File: src/rtl/convg_pkg.sv
// Shared types and helpers for the convg8 frame sequencer.
package convg_pkg;

  typedef enum logic [2:0] {
    ST_IDLE  = 3'd0,
    ST_CLEAR = 3'd1,
    ST_RUN   = 3'd2,
    ST_FLUSH = 3'd3,
    ST_DONE  = 3'd4
  } state_t;

  // Bit positions inside the engine's rowend bus.
  localparam int RE_NOT_LAST  = 0;
  localparam int RE_NOT_FIRST = 1;

  // Beats per image row.
  function automatic int calc_bpr(input int im_len, input int npu);
    return im_len / npu;
  endfunction

  // Beats per frame.
  function automatic int calc_total(input int im_len, input int im_rows, input int npu);
    return (im_len / npu) * im_rows;
  endfunction

endpackage

File: src/rtl/convg_pos_cnt.sv
// Column/row position of the beat currently being advanced into the engine.
// Produces the row-edge flags for that beat and flags the last beat of a frame.
module convg_pos_cnt
  import convg_pkg::*;
#(
  parameter int BPR  = 130,
  parameter int ROWS = 520
) (
  input  logic       clk,
  input  logic       i_res,
  input  logic       i_clr,
  input  logic       i_adv,
  output logic [1:0] o_rowend,
  output logic       o_last_beat
);

  localparam int CW = $clog2(BPR) + 1;
  localparam int RW = $clog2(ROWS) + 1;

  logic [CW-1:0] r_col;
  logic [RW-1:0] r_row;
  logic          w_col_wrap;
  logic          w_row_wrap;

  assign w_col_wrap  = (r_col == CW'(BPR - 1));
  assign w_row_wrap  = (r_row == RW'(ROWS - 1));
  assign o_last_beat = w_col_wrap & w_row_wrap;

  // Position counters: wrap per row and per frame, keep running during flush.
  always_ff @(posedge clk or posedge i_res) begin
    if (i_res) begin
      r_col <= '0;
      r_row <= '0;
    end else if (i_clr) begin
      r_col <= '0;
      r_row <= '0;
    end else if (i_adv) begin
      if (w_col_wrap) begin
        r_col <= '0;
        r_row <= w_row_wrap ? '0 : r_row + 1'b1;
      end else begin
        r_col <= r_col + 1'b1;
      end
    end
  end

  // Row-edge flags for the beat at the current position.
  always_comb begin
    o_rowend               = '0;
    o_rowend[RE_NOT_LAST]  = ~w_col_wrap;
    o_rowend[RE_NOT_FIRST] = (r_col != '0);
  end

endmodule

File: src/rtl/convg_seq.sv
// Frame sequencer in front of the convg8 line-buffer convolution engine.
//
// state | meaning
// IDLE  | waiting for start
// CLEAR | engine buffer clear (one cycle); returns to IDLE after an abort
// RUN   | feeding input beats into the engine
// FLUSH | feeding zero beats to drain the engine pipeline
// DONE  | one-cycle frame-complete pulse
module convg_seq
  import convg_pkg::*;
#(
  parameter int IM_LEN            = 520,
  parameter int IM_ROWS           = 520,
  parameter int NO_PARALLEL_UNITS = 4,
  parameter int CONV_LAT          = IM_LEN / NO_PARALLEL_UNITS + 2
) (
  input  logic                           clk,
  input  logic                           res,
  input  logic                           start,
  input  logic                           abort,
  input  logic [8*NO_PARALLEL_UNITS-1:0] in_data,
  input  logic                           in_valid,
  output logic                           in_ready,
  output logic [8*NO_PARALLEL_UNITS-1:0] conv_in,
  output logic                           conv_clrbuffer,
  output logic [1:0]                     conv_rowend,
  output logic                           conv_stall,
  input  logic [8*NO_PARALLEL_UNITS-1:0] conv_out,
  output logic [8*NO_PARALLEL_UNITS-1:0] out_data,
  output logic                           out_valid,
  input  logic                           out_ready,
  output logic                           busy,
  output logic                           done
);

  localparam int BPR     = calc_bpr(IM_LEN, NO_PARALLEL_UNITS);
  localparam int TOTAL   = calc_total(IM_LEN, IM_ROWS, NO_PARALLEL_UNITS);
  localparam int ADV_MAX = TOTAL + CONV_LAT - 1;
  localparam int AW      = $clog2(ADV_MAX + 1) + 1;
  localparam int OW      = $clog2(TOTAL + 1) + 1;

  state_t        r_state;
  state_t        w_state_nxt;
  logic          r_abort_clr;
  logic          w_abort_clr_nxt;
  logic [AW-1:0] r_adv_cnt;
  logic [OW-1:0] r_out_cnt;
  logic          w_adv;
  logic          w_out_base;
  logic          w_blocked;
  logic          w_out_xfer;
  logic          w_cnt_clr;
  logic          w_last_beat;
  logic [1:0]    w_rowend_cnt;

  // A new frame zeroes every counter; abort has priority over start.
  assign w_cnt_clr  = (r_state == ST_IDLE) & start & ~abort;
  assign w_out_xfer = out_valid & out_ready;
  assign conv_stall = (r_state == ST_CLEAR) ? 1'b0 : ~w_adv;
  assign busy       = (r_state != ST_IDLE);
  assign out_data   = conv_out;

  convg_pos_cnt #(
    .BPR  (BPR),
    .ROWS (IM_ROWS)
  ) u_pos_cnt (
    .clk         (clk),
    .i_res       (res),
    .i_clr       (w_cnt_clr),
    .i_adv       (w_adv),
    .o_rowend    (w_rowend_cnt),
    .o_last_beat (w_last_beat)
  );

  // State register plus the flag that sends an abort-triggered CLEAR back to IDLE.
  always_ff @(posedge clk or posedge res) begin
    if (res) begin
      r_state     <= ST_IDLE;
      r_abort_clr <= 1'b0;
    end else begin
      r_state     <= w_state_nxt;
      r_abort_clr <= w_abort_clr_nxt;
    end
  end

  // Advance and output-transfer counters.
  always_ff @(posedge clk or posedge res) begin
    if (res) begin
      r_adv_cnt <= '0;
      r_out_cnt <= '0;
    end else if (w_cnt_clr) begin
      r_adv_cnt <= '0;
      r_out_cnt <= '0;
    end else begin
      if (w_adv && (r_adv_cnt != AW'(ADV_MAX))) r_adv_cnt <= r_adv_cnt + 1'b1;
      if (w_out_xfer) r_out_cnt <= r_out_cnt + 1'b1;
    end
  end

  // Next state, handshakes and engine controls.
  // The engine result only changes when the engine advances, so in RUN a
  // result is offered only together with an input beat; otherwise a bubble
  // would send the same result twice.
  always_comb begin
    w_state_nxt     = r_state;
    w_abort_clr_nxt = r_abort_clr;
    in_ready        = 1'b0;
    out_valid       = 1'b0;
    w_adv           = 1'b0;
    w_blocked       = 1'b0;
    conv_in         = '0;
    conv_clrbuffer  = 1'b0;
    conv_rowend     = 2'b00;
    done            = 1'b0;
    w_out_base      = (r_adv_cnt >= AW'(CONV_LAT)) && (r_out_cnt < OW'(TOTAL));

    case (r_state)
      ST_IDLE: begin
        if (start && !abort) begin
          w_state_nxt     = ST_CLEAR;
          w_abort_clr_nxt = 1'b0;
        end
      end
      ST_CLEAR: begin
        conv_clrbuffer = 1'b1;
        w_state_nxt    = r_abort_clr ? ST_IDLE : ST_RUN;
      end
      ST_RUN: begin
        out_valid   = w_out_base & in_valid;
        w_blocked   = out_valid & ~out_ready;
        in_ready    = ~w_blocked;
        w_adv       = in_valid & in_ready;
        conv_in     = in_data;
        conv_rowend = w_rowend_cnt;
        if (w_adv && w_last_beat) w_state_nxt = ST_FLUSH;
      end
      ST_FLUSH: begin
        out_valid   = w_out_base;
        w_blocked   = out_valid & ~out_ready;
        w_adv       = ~w_blocked & (r_adv_cnt < AW'(ADV_MAX));
        conv_rowend = w_rowend_cnt;
        if ((r_adv_cnt == AW'(ADV_MAX)) && out_valid && out_ready) w_state_nxt = ST_DONE;
      end
      ST_DONE: begin
        done        = 1'b1;
        w_state_nxt = ST_IDLE;
      end
      default: w_state_nxt = ST_IDLE;
    endcase

    if (abort && (r_state != ST_IDLE)) begin
      w_state_nxt     = ST_CLEAR;
      w_abort_clr_nxt = 1'b1;
      done            = 1'b0;
    end
  end

endmodule
File: config.mk
export PLATFORM = sky130hd
export DESIGN_NAME = convg_seq
export DESIGN_NICKNAME = d
export VERILOG_FILES = /design/src/rtl/convg_pkg.sv /design/src/rtl/convg_pos_cnt.sv /design/src/rtl/convg_seq.sv
export SDC_FILE = /design/constraint.sdc
export NUM_CORES = 1
export LEC_CHECK = 0
export ABC_AREA = 1
export BUFFER_PORTS_ARGS = -buffer_cell sky130_fd_sc_hd__buf_2
export CORE_MARGIN = 2
export CORE_UTILIZATION = 35
export CTS_BUF_LIST = sky130_fd_sc_hd__clkbuf_2
export DETAILED_ROUTE_END_ITERATION = 8
export GPL_ROUTABILITY_DRIVEN = 0
export PLACE_DENSITY_LB_ADDON = 0.2
export SYNTH_ARGS = -nofsm -noshare
export SYNTH_HDL_FRONTEND = slang
export SYNTH_HIERARCHICAL = 1
export SYNTH_SLANG_ARGS = --single-unit
File: constraint.sdc
create_clock -name clk -period 2.7 [get_ports clk]
set_input_delay 0.135 -clock clk [delete_from_list [all_inputs] [get_ports clk]]
set_output_delay 0.135 -clock clk [all_outputs]
set_load 0.02 [all_outputs]
==> metrics.txt, run 1 <==
CTS Buf Count 9; unrepaired setup endpoints after global routing no; setup TNS 0 ps; detailed-route via count between 4000 and 5000; Synth top cells by count 135 x nand2_1, 115 x nor2_1, 94 x inv_1; DIE AREA around 14000 um2; clk sinks 60; Yosys Warn Count 6; drt initial violations 236; Synth Flop Type dfrtp_1; vias per cell between 4 and 5; Startpoint Class flop; Sw Ratio 0.4905; first-pass GRT wire length about 20 mm; P_int about 2.0 mW; Clock Skew 22.91 ps; later-pin clock latency in the skew report 500 ps; Synth top area share 0.3199; Reg clk slew, reported paths ~190 ps; crit end category output pin; clock tree buffer depth 2; M1 WL between 5 and 6 mm; async set-reset flop share out of synthesis 1.000; Max Clock Freq around 400 MHz; max-cap viol count 0; PnR worst setup slack 223.2 ps; Ports about 140; Detail Placement HPWL between 9 and 10 mm; starting density of the core 0.3558; Synth Cell Area 4693 um2; worst reg-to-reg path cell count 12; drt drc 0; worst-path maximum fanout 13; Seq cells post-synth 60; largest cells by area after synthesis dfrtp_1 32%, nand2_1 11%, nor2_1 9.2%, inv_1 7.5%, nand3_1 7.0%; Synth Instances between 600 and 700; CP Class reg2out; final wirelength between 10 and 15 mm; reg-to-reg slack, setup between 500 and 600 ps; Core Area about 13000 um2; Clock power frac 0.143; Inserted Diodes 0; reg2reg start r_adv_cnt[9]; Final #Nets around 830; Min Clock Period, post-route 2477 ps; Worst Path Required 2570 ps; CTS tree done; syn_area_per_cell 6.763 um2; post-synthesis sequential area ratio 0.3199; Final Slew Violations 0; run status finished clean; router iterations before antenna repair 4; final period utilization 0.9173; met2 wire length roughly 5.5 mm; share of layout cells above drive strength 1 0.2029; Worst EP arrival between 2000 and 2500 ps; sequential power share 0.372; Die Height approximately 120 um; Die W around 120 um; Logic pwr share 0.485; Psw 1.959 mW; Layout area overhead 10.98%; endpoints failing setup 0; routed wl met3 around 900 um; all-layer global routing usage 0.1707; HP Class in2reg; FF-to-FF End u_pos_cnt/r_row[5]; Hold Fails Final Rpt 0; EDFF count, synth 0; total power per unit cell area between 700 and 800 nW/um2; antenna violations before repair 0; Net Count, Synth 771; Slew @ Worst Pin 767.9 ps; Root Buffer clkbuf_2; crit path launch r_adv_cnt[9]; leakage power 2.765 nW; CTS H-tree lvls 3; CP Capture Point conv_stall; WL per Instance 12.98 um; Netlist cell types 36; global route overflow 0; DRT antenna net count 0; top-count cell post-synth nand2_1; vias in the first global route slightly above 4000; Setup Slack @ Placement 493.5 ps; Port-buffer cells 77; Worst slew margin 0.4875; # rows 42; total power draw 3.995 mW; largest net degree at the start of global routing 41; top cell type by total area after synthesis dfrtp_1; DR top layer met4; maximum vdd drop around 0.00034 V
per-stage QoR:
| stage | hold WS, ps | std cells | instance area [um2] | util |
|---|---|---|---|---|
| after CTS | 84.69 | 926 | 5161 | 0.3913 |
| after global routing | 183.0 | 930 | 5209 | 0.3949 |
| final | 158.4 | 930 | 5209 | 0.3949 |
| after floorplan | 98.83 | 694 | 4693 | - |
| after detailed placement | 270.1 | 906 | 5009 | 0.3797 |
| after global placement | 270.1 | 906 | 5009 | 0.3797 |
per-layer routing:
metal | vias to the layer above | track usage
met3 | 26 | 0.03802
li1 | 2250 | -
met4 | 0 | 0.06765
met2 | 171 | 0.2725
met1 | 1977 | 0.2247
met5 | - | 0
worst min-delay path by stage:
stage,from,endpoint,slack [ps],cells after the start
6_report,in_valid,r_state[1],160,6
3_5_place_dp,conv_out[17],out_data[17],270,0
5_1_grt,in_valid,r_state[1],180,6
4_1_cts,in_valid,r_state[1],80,6
3_3_place_gp,conv_out[17],out_data[17],270,0
2_1_floorplan,res,u_pos_cnt/r_col[0],100,1
cells in the final DEF, fill, tap and decap left out, types with 4 or more instances in the layout:
master	count
nand4_1	24
buf_4	10
clkinvlp_4	4
inv_2	16
nand2_1	135
nor3_1	19
o21ai_0	9
nor2_1	114
dfrtp_1	60
nand3_1	66
clkbuf_2	9
a21oi_1	4
nor2_2	7
nor2_4	5
ha_1	7
dlygate4sd3_1	4
inv_1	93
xor2_1	33
buf_2	77
nand2_2	8
o21ai_1	16
layout make-up:
class | count | area [um2]
Timing Repair inverter | 1 | 7.507
Tap cell | 176 | 220.2
Multi-Input combinational cell | 475 | 2439
Fill cell | 1383 | 7981
Inverter | 110 | 416.7
Clock inverter | 7 | 67.56
Clock buffer | 9 | 45.04
Timing Repair Buffer | 92 | 511.7
Sequential cell | 60 | 1501
repair_timing:
action,4_1_cts,5_1_grt
buffers inserted,0,3
endpoints found under the setup margin,0,5
hold buffers,4,0
endpoints found under the hold margin,64,0
gates resized for setup,0,5
critical path: stages (launching register included):
cell	delay [ps]
dfrtp_1	520
nor2_4	160
nand2_1	80
nor2_1	100
nand3_1	140
nand3_2	140
nand2_2	90
a21oi_4	210
buf_6	210
nor2_1	50
buf_2	150
cell families (layout without fill, tap and decap cells):
kind of cell	count (synthesis)	after routing	synth area share
AOI/OAI and AO/OA	39	39	0.04772
xor gates and xnor gates	35	35	0.06532
adders and majority gates	7	7	0.01866
buffers and inverters	159	219	0.1626
DFF	60	60	0.3199
and+or+nand+nor	394	394	0.3858
power groups by stage:
stage	combinational, mW	clock, mW	sequential (mW)
final	1.94	0.570	1.49
after global routing	2.22	0.640	1.54
after CTS	1.91	0.600	1.48
after detailed placement	1.90	0	1.50
after global placement	1.89	0	1.50
after floorplan	1.56	0	1.42
state kept, by name, summed over array words and instances (netlist names):
register and cells:
u_pos_cnt/r_col 9, r_state 3, r_adv_cnt 18, r_out_cnt 18
r_abort_clr 1, u_pos_cnt/r_row 11
Power figures use the tool's default switching activity.
==> inputs of run 2 (changes only) <==
CELL_PAD_IN_SITES_DETAIL_PLACEMENT = 1   (was unset)
CELL_PAD_IN_SITES_GLOBAL_PLACEMENT = 1   (was unset)
==> metrics.txt, run 2 (synthesis gave the netlist of run 1 again) <==
Port-buffer cells 77; clock tree buffer depth 2; Multi-input gate area between 2000 and 2500 um2; Min Clock Period, post-route approximately 2500 ps; biggest registers after layout r_adv_cnt: 18 flops, r_out_cnt: 18 flops, u_pos_cnt/r_row: 11 flops; Max Clock Freq around 400 MHz; drt drc 0; Hold Fails Final Rpt 0; Root Buffer clkbuf_2; final period utilization 0.9261; clk sinks 60; max-cap viol count 0; CP Class reg2out; later-pin clock latency in the skew report ~570 ps; vias per cell about 5; Largest delay share family, worst path simple AND/OR/NAND/NOR gates; Final #Nets ~830; starting density of the core 0.3558; setup TNS 0 ps; DRT antenna net count 0; DIE AREA 14350 um2; Startpoint Class flop; Worst path most repeated cell nor2_1; Final Slew Violations 0; router iterations before antenna repair 4; Fillers 1763; Detail Placement HPWL roughly 10 mm; CP max-delay cell dfrtp_1; HP Class in2reg; CTS H-tree lvls 3; Die W approximately 120 um; crit end category output pin; unrepaired setup endpoints after global routing no; vias in the first global route ~4600; Max stage delay on crit path around 500 ps; run status finished clean; Worst Path Buf+Inv 2; worst hold start in_valid; final wirelength roughly 13 mm; Worst EP arrival ~2400 ps; reg2reg start r_adv_cnt[8]; CTS tree done; CP Cell Sequence nor2_4, nand2_1, nor2_1, nand3_1, nand3_2, nand2_2, a21oi_2, buf_4, nor2_1, buf_2; antenna violations before repair 0; crit path launch r_adv_cnt[8]; register area ~1500 um2; commonest non-fill, non-tap cells in the layout 135 x nand2_1, 114 x nor2_1, 93 x inv_1, 77 x buf_2, 66 x nand3_1; leakage power 2.798 nW; Ports ~140; Clock Skew about 44 ps; CTS Buf Count 9; Die Height approximately 120 um; WL per Instance 14.36 um; Reg clk slew, reported paths ~180 ps; share of layout cells above drive strength 1 0.2053; all-layer global routing usage 0.1915; first-pass GRT wire length roughly 22 mm; detailed-route via count about 4500; most common cell after layout, fill and taps aside nand2_1; Inserted Diodes 0; maximum vdd drop 0.0003249 V; drt initial violations 164; Layout area overhead 12.05%; Worst Path Required about 2600 ps; Worst slew margin 0.4592; Slew @ Worst Pin slightly above 800 ps; total power per unit cell area 811.8 nW/um2; endpoints failing setup 0; worst-path maximum fanout 7; global route overflow 0; largest net degree at the start of global routing 41; # rows 42; Core Util, Final 0.3987; Core Area around 13000 um2
-- run 2: worst paths after layout --
check                                          end  slack (ps)  depth (start not counted)
worst max register to register  u_pos_cnt/r_row[0]         350                         14
worst min-delay path                    r_state[1]         140                          6
min in group asynchronous             r_out_cnt[2]         220                          4
worst max-delay path                    conv_stall         200                         10
max in group asynchronous       u_pos_cnt/r_col[0]        1910                          3
worst min register to register         r_abort_clr         520                          2
-- run 2: report_power, final --
group,switching (mW),leakage (nW),internal [mW]
logic,1.31,1.91,0.671
registers,0.336,0.797,1.16
clock network,0.390,0.0961,0.405
total,2.04,2.80,2.23
-- run 2: area by class of cell --
class,count,area share
multi-input cells,475,0.4623
flip-flops and latches,60,0.2857
repair buffers,93,0.09850
inverters,110,0.07923
well taps,176,0.04187
clock inverters,6,0.02141
clock buffers,10,0.009517
repair inverters,1,0.001428
-- run 2: layer usage --
metal / global-route usage / vias to the layer above / routed length [um]
li1: - / 2254 / -
met1: 0.2582 / 2171 / 6423
met2: 0.3061 / 102 / 6124
met3: 0.03612 / 17 / 594
met4: 0.07059 / 0 / 225
met5: 0 / - / 0
-- run 2: worst register-to-register path: cells and delay by family, from the launching register on --
kind,cells,cell delay (ps)
simple gates,11,1270
compound gates,1,170
flops,1,500
buf+inv,2,370
-- run 2: stage by stage --
stage	cell area, um2	instances	hold slack, ps	setup slack (ps)	power, mW
CTS	5229	928	83.54	147.6	4.292
finish	5259	931	136.1	199.4	4.269
global route	5259	931	124.8	3.238	4.666
detailed placement	5016	907	270.1	387.6	3.462
floorplan	4693	694	98.83	681.3	2.980
global placement	5016	907	270.1	551.5	3.397
-- run 2: timing repair --
| item | 4_1_cts | 5_1_grt |
|---|---|---|
| endpoints found under the hold margin | 68 | 0 |
| hold buffers | 5 | 0 |
| setup endpoints to repair | 0 | 10 |
| buffers inserted | 0 | 2 |
| gates resized for setup | 0 | 4 |
==> inputs of run 3 (changes only) <==
ABC_AREA = unset   (was 1)
==> metrics.txt, run 3 <==
run status complete, but fails checks; failing checks negative setup slack; Yosys Warn Count 6; later-pin clock latency in the skew report about 530 ps; Hold WS between 60 and 70 ps; async set-reset flop share out of synthesis 1.000; max-cap viol count 0; Worst EP arrival 2620 ps; global route overflow 0; Worst slew margin 0.4525; Net Count, Synth around 570; total power per unit cell area around 640 nW/um2; post-synthesis sequential area ratio 0.3656; commonest non-fill, non-tap cells in the layout 75 x buf_2, 60 x dfrtp_1, 44 x nand2_1, 41 x and3_1, 36 x buf_4; setup TNS -59.44 ps; CTS H-tree lvls 3; final wirelength 12.62 mm; top cell type by total area after synthesis dfrtp_1; CP Class reg2out; Min Clock Period, post-route 2751 ps; Root Buffer clkbuf_2; reg2reg start r_adv_cnt[12]; vias per cell about 5.5; Max Clock Freq around 360 MHz; Synth Instances approximately 490; Final Slew Violations 0; biggest registers after layout r_adv_cnt: 18 flops, r_out_cnt: 18 flops, u_pos_cnt/r_row: 11 flops; DRT antenna net count 0; placed cell areas approximately 4600 um2; Detail Placement HPWL 9.090 mm; maximum vdd drop around 0.00032 V; EDFF count, synth 0; Die Height 112.3 um; drt drc 0; Inserted Diodes 0; CP Cell Sequence or4_4, or3_4, nor3_4, buf_6, nor3_4, buf_6, a21boi_4, buf_6; WL per Instance 17.57 um; Netlist cell types 55; crit path launch r_adv_cnt[12]; final period utilization 1.019; first-pass GRT wire length 20.58 mm; CP max-delay cell or4_4; CTS Buf Count 9; leakage power about 2.4 nW; endpoints failing setup 3; largest net degree at the start of global routing a little over 40; HP Class in2reg; DIE AREA ~13000 um2; Final Instance Area roughly 5000 um2; worst-path maximum fanout 3; Ports ~140; Clock Skew 41.67 ps; Max stage delay on crit path approximately 540 ps; most common cell after layout, fill and taps aside buf_2; Hold Fails Final Rpt 0; antenna violations before repair 0; # rows 39; Synth Cell Area between 4000 and 5000 um2; vias in the first global route 4080; Startpoint Class flop; Reg clk slew, reported paths around 160 ps; Fillers approximately 1400; Synth top area share 0.3656; unrepaired setup endpoints after global routing yes; clock tree buffer depth 2; Port-buffer cells 77; Synth Flop Type dfrtp_1; clk sinks 60; Seq cells post-synth 60; syn_area_per_cell 8.313 um2; share of layout cells above drive strength 1 0.3148; largest cells by area after synthesis dfrtp_1 37%, and3_1 6.4%, buf_4 5.9%, a21oi_1 4.1%, nand2_1 4.0%; crit end category output pin; top-count cell post-synth dfrtp_1; Worst Path Required around 2600 ps; PnR worst setup slack -50.99 ps; detailed-route via count between 3000 and 4000; Layout area overhead 22.00%; router iterations before antenna repair 4; Worst path most repeated cell buf_6; starting density of the core 0.3596; Die W 112.3 um; Core Area 11420 um2; Final #Nets ~650; worst hold start start; Slew @ Worst Pin 820.4 ps; drt initial violations 128; CTS tree done; all-layer global routing usage 0.1983; Synth top cells by count 60 x dfrtp_1, 44 x nand2_1, 42 x and3_1
run 3: kinds of logic after synthesis:
logic type               count (synthesis)  share of synthesized area
flip-flops                              60                     0.3656
adder cells (fa/ha/maj)                  7                    0.02133
buffers and inverters                   77                     0.1027
XOR/XNOR                                13                    0.02773
multiplexers                            10                    0.02438
AND/OR/NAND/NOR                        241                     0.3288
AO/OA/AOI/OAI                           86                     0.1295
run 3: report_power, final:
part | internal (mW) | total [mW] | switching [mW] | leakage [nW]
combinational | 0.610 | 1.58 | 0.968 | 1.51
clock | 0.208 | 0.564 | 0.355 | 0.0668
sequential | 0.984 | 1.09 | 0.105 | 0.817
total | 1.80 | 3.23 | 1.43 | 2.39
run 3: layer usage:
metal | wire length [um] | part of all wire | track usage
met5 | 0 | 0 | 0
met4 | 183 | 0.015 | 0.04797
met3 | 398 | 0.032 | 0.04644
met2 | 6360 | 0.50 | 0.3394
met1 | 5676 | 0.45 | 0.2548
run 3: worst max-delay path, delay by kind of cell (launching register included):
kind                   cells  cell delay (ps)
AO/OA/AOI/OAI              1              150
buffers and inverters      3              410
flip-flops                 1              410
AND/OR/NAND/NOR            4             1170
run 3: final cells by class:
| type | instances | area (um2) | area share |
|---|---|---|---|
| multi-input combinational | 357 | 2357 | 0.4705 |
| sequential | 60 | 1501 | 0.2997 |
| timing repair buffer | 124 | 797.0 | 0.1591 |
| tap | 143 | 178.9 | 0.03571 |
| inverter | 18 | 70.07 | 0.01399 |
| clock inverter | 6 | 55.05 | 0.01099 |
| clock buffer | 10 | 50.05 | 0.009990 |
run 3: final timing paths:
check	to	slack (ps)	cells after the start
max	in_ready	-50	8
min	r_state[0]	70	4
max reg2reg	u_pos_cnt/r_row[8]	-10	9
min reg2reg	r_abort_clr	530	2
max in group asynchronous	u_pos_cnt/r_col[6]	1840	3
min in group asynchronous	r_out_cnt[6]	280	4
run 3: metrics by stage:
stage	setup WS [ps]	instances	utilization	total power [mW]
floorplan	-40.07	494	-	2.108
global placement	81.52	684	0.3997	2.454
detailed placement	1.531	684	0.3997	2.497
CTS	-48.49	712	0.4246	3.214
global route	-149.3	718	0.4387	3.472
finish	-50.99	718	0.4387	3.231
run 3: repair_timing:
action	in CTS	in global routing
pin swaps	10	10
setup endpoints to repair	3	15
endpoints found under the hold margin	63	1
hold buffers	2	1
gates resized for setup	20	31
setup buffers	10	6
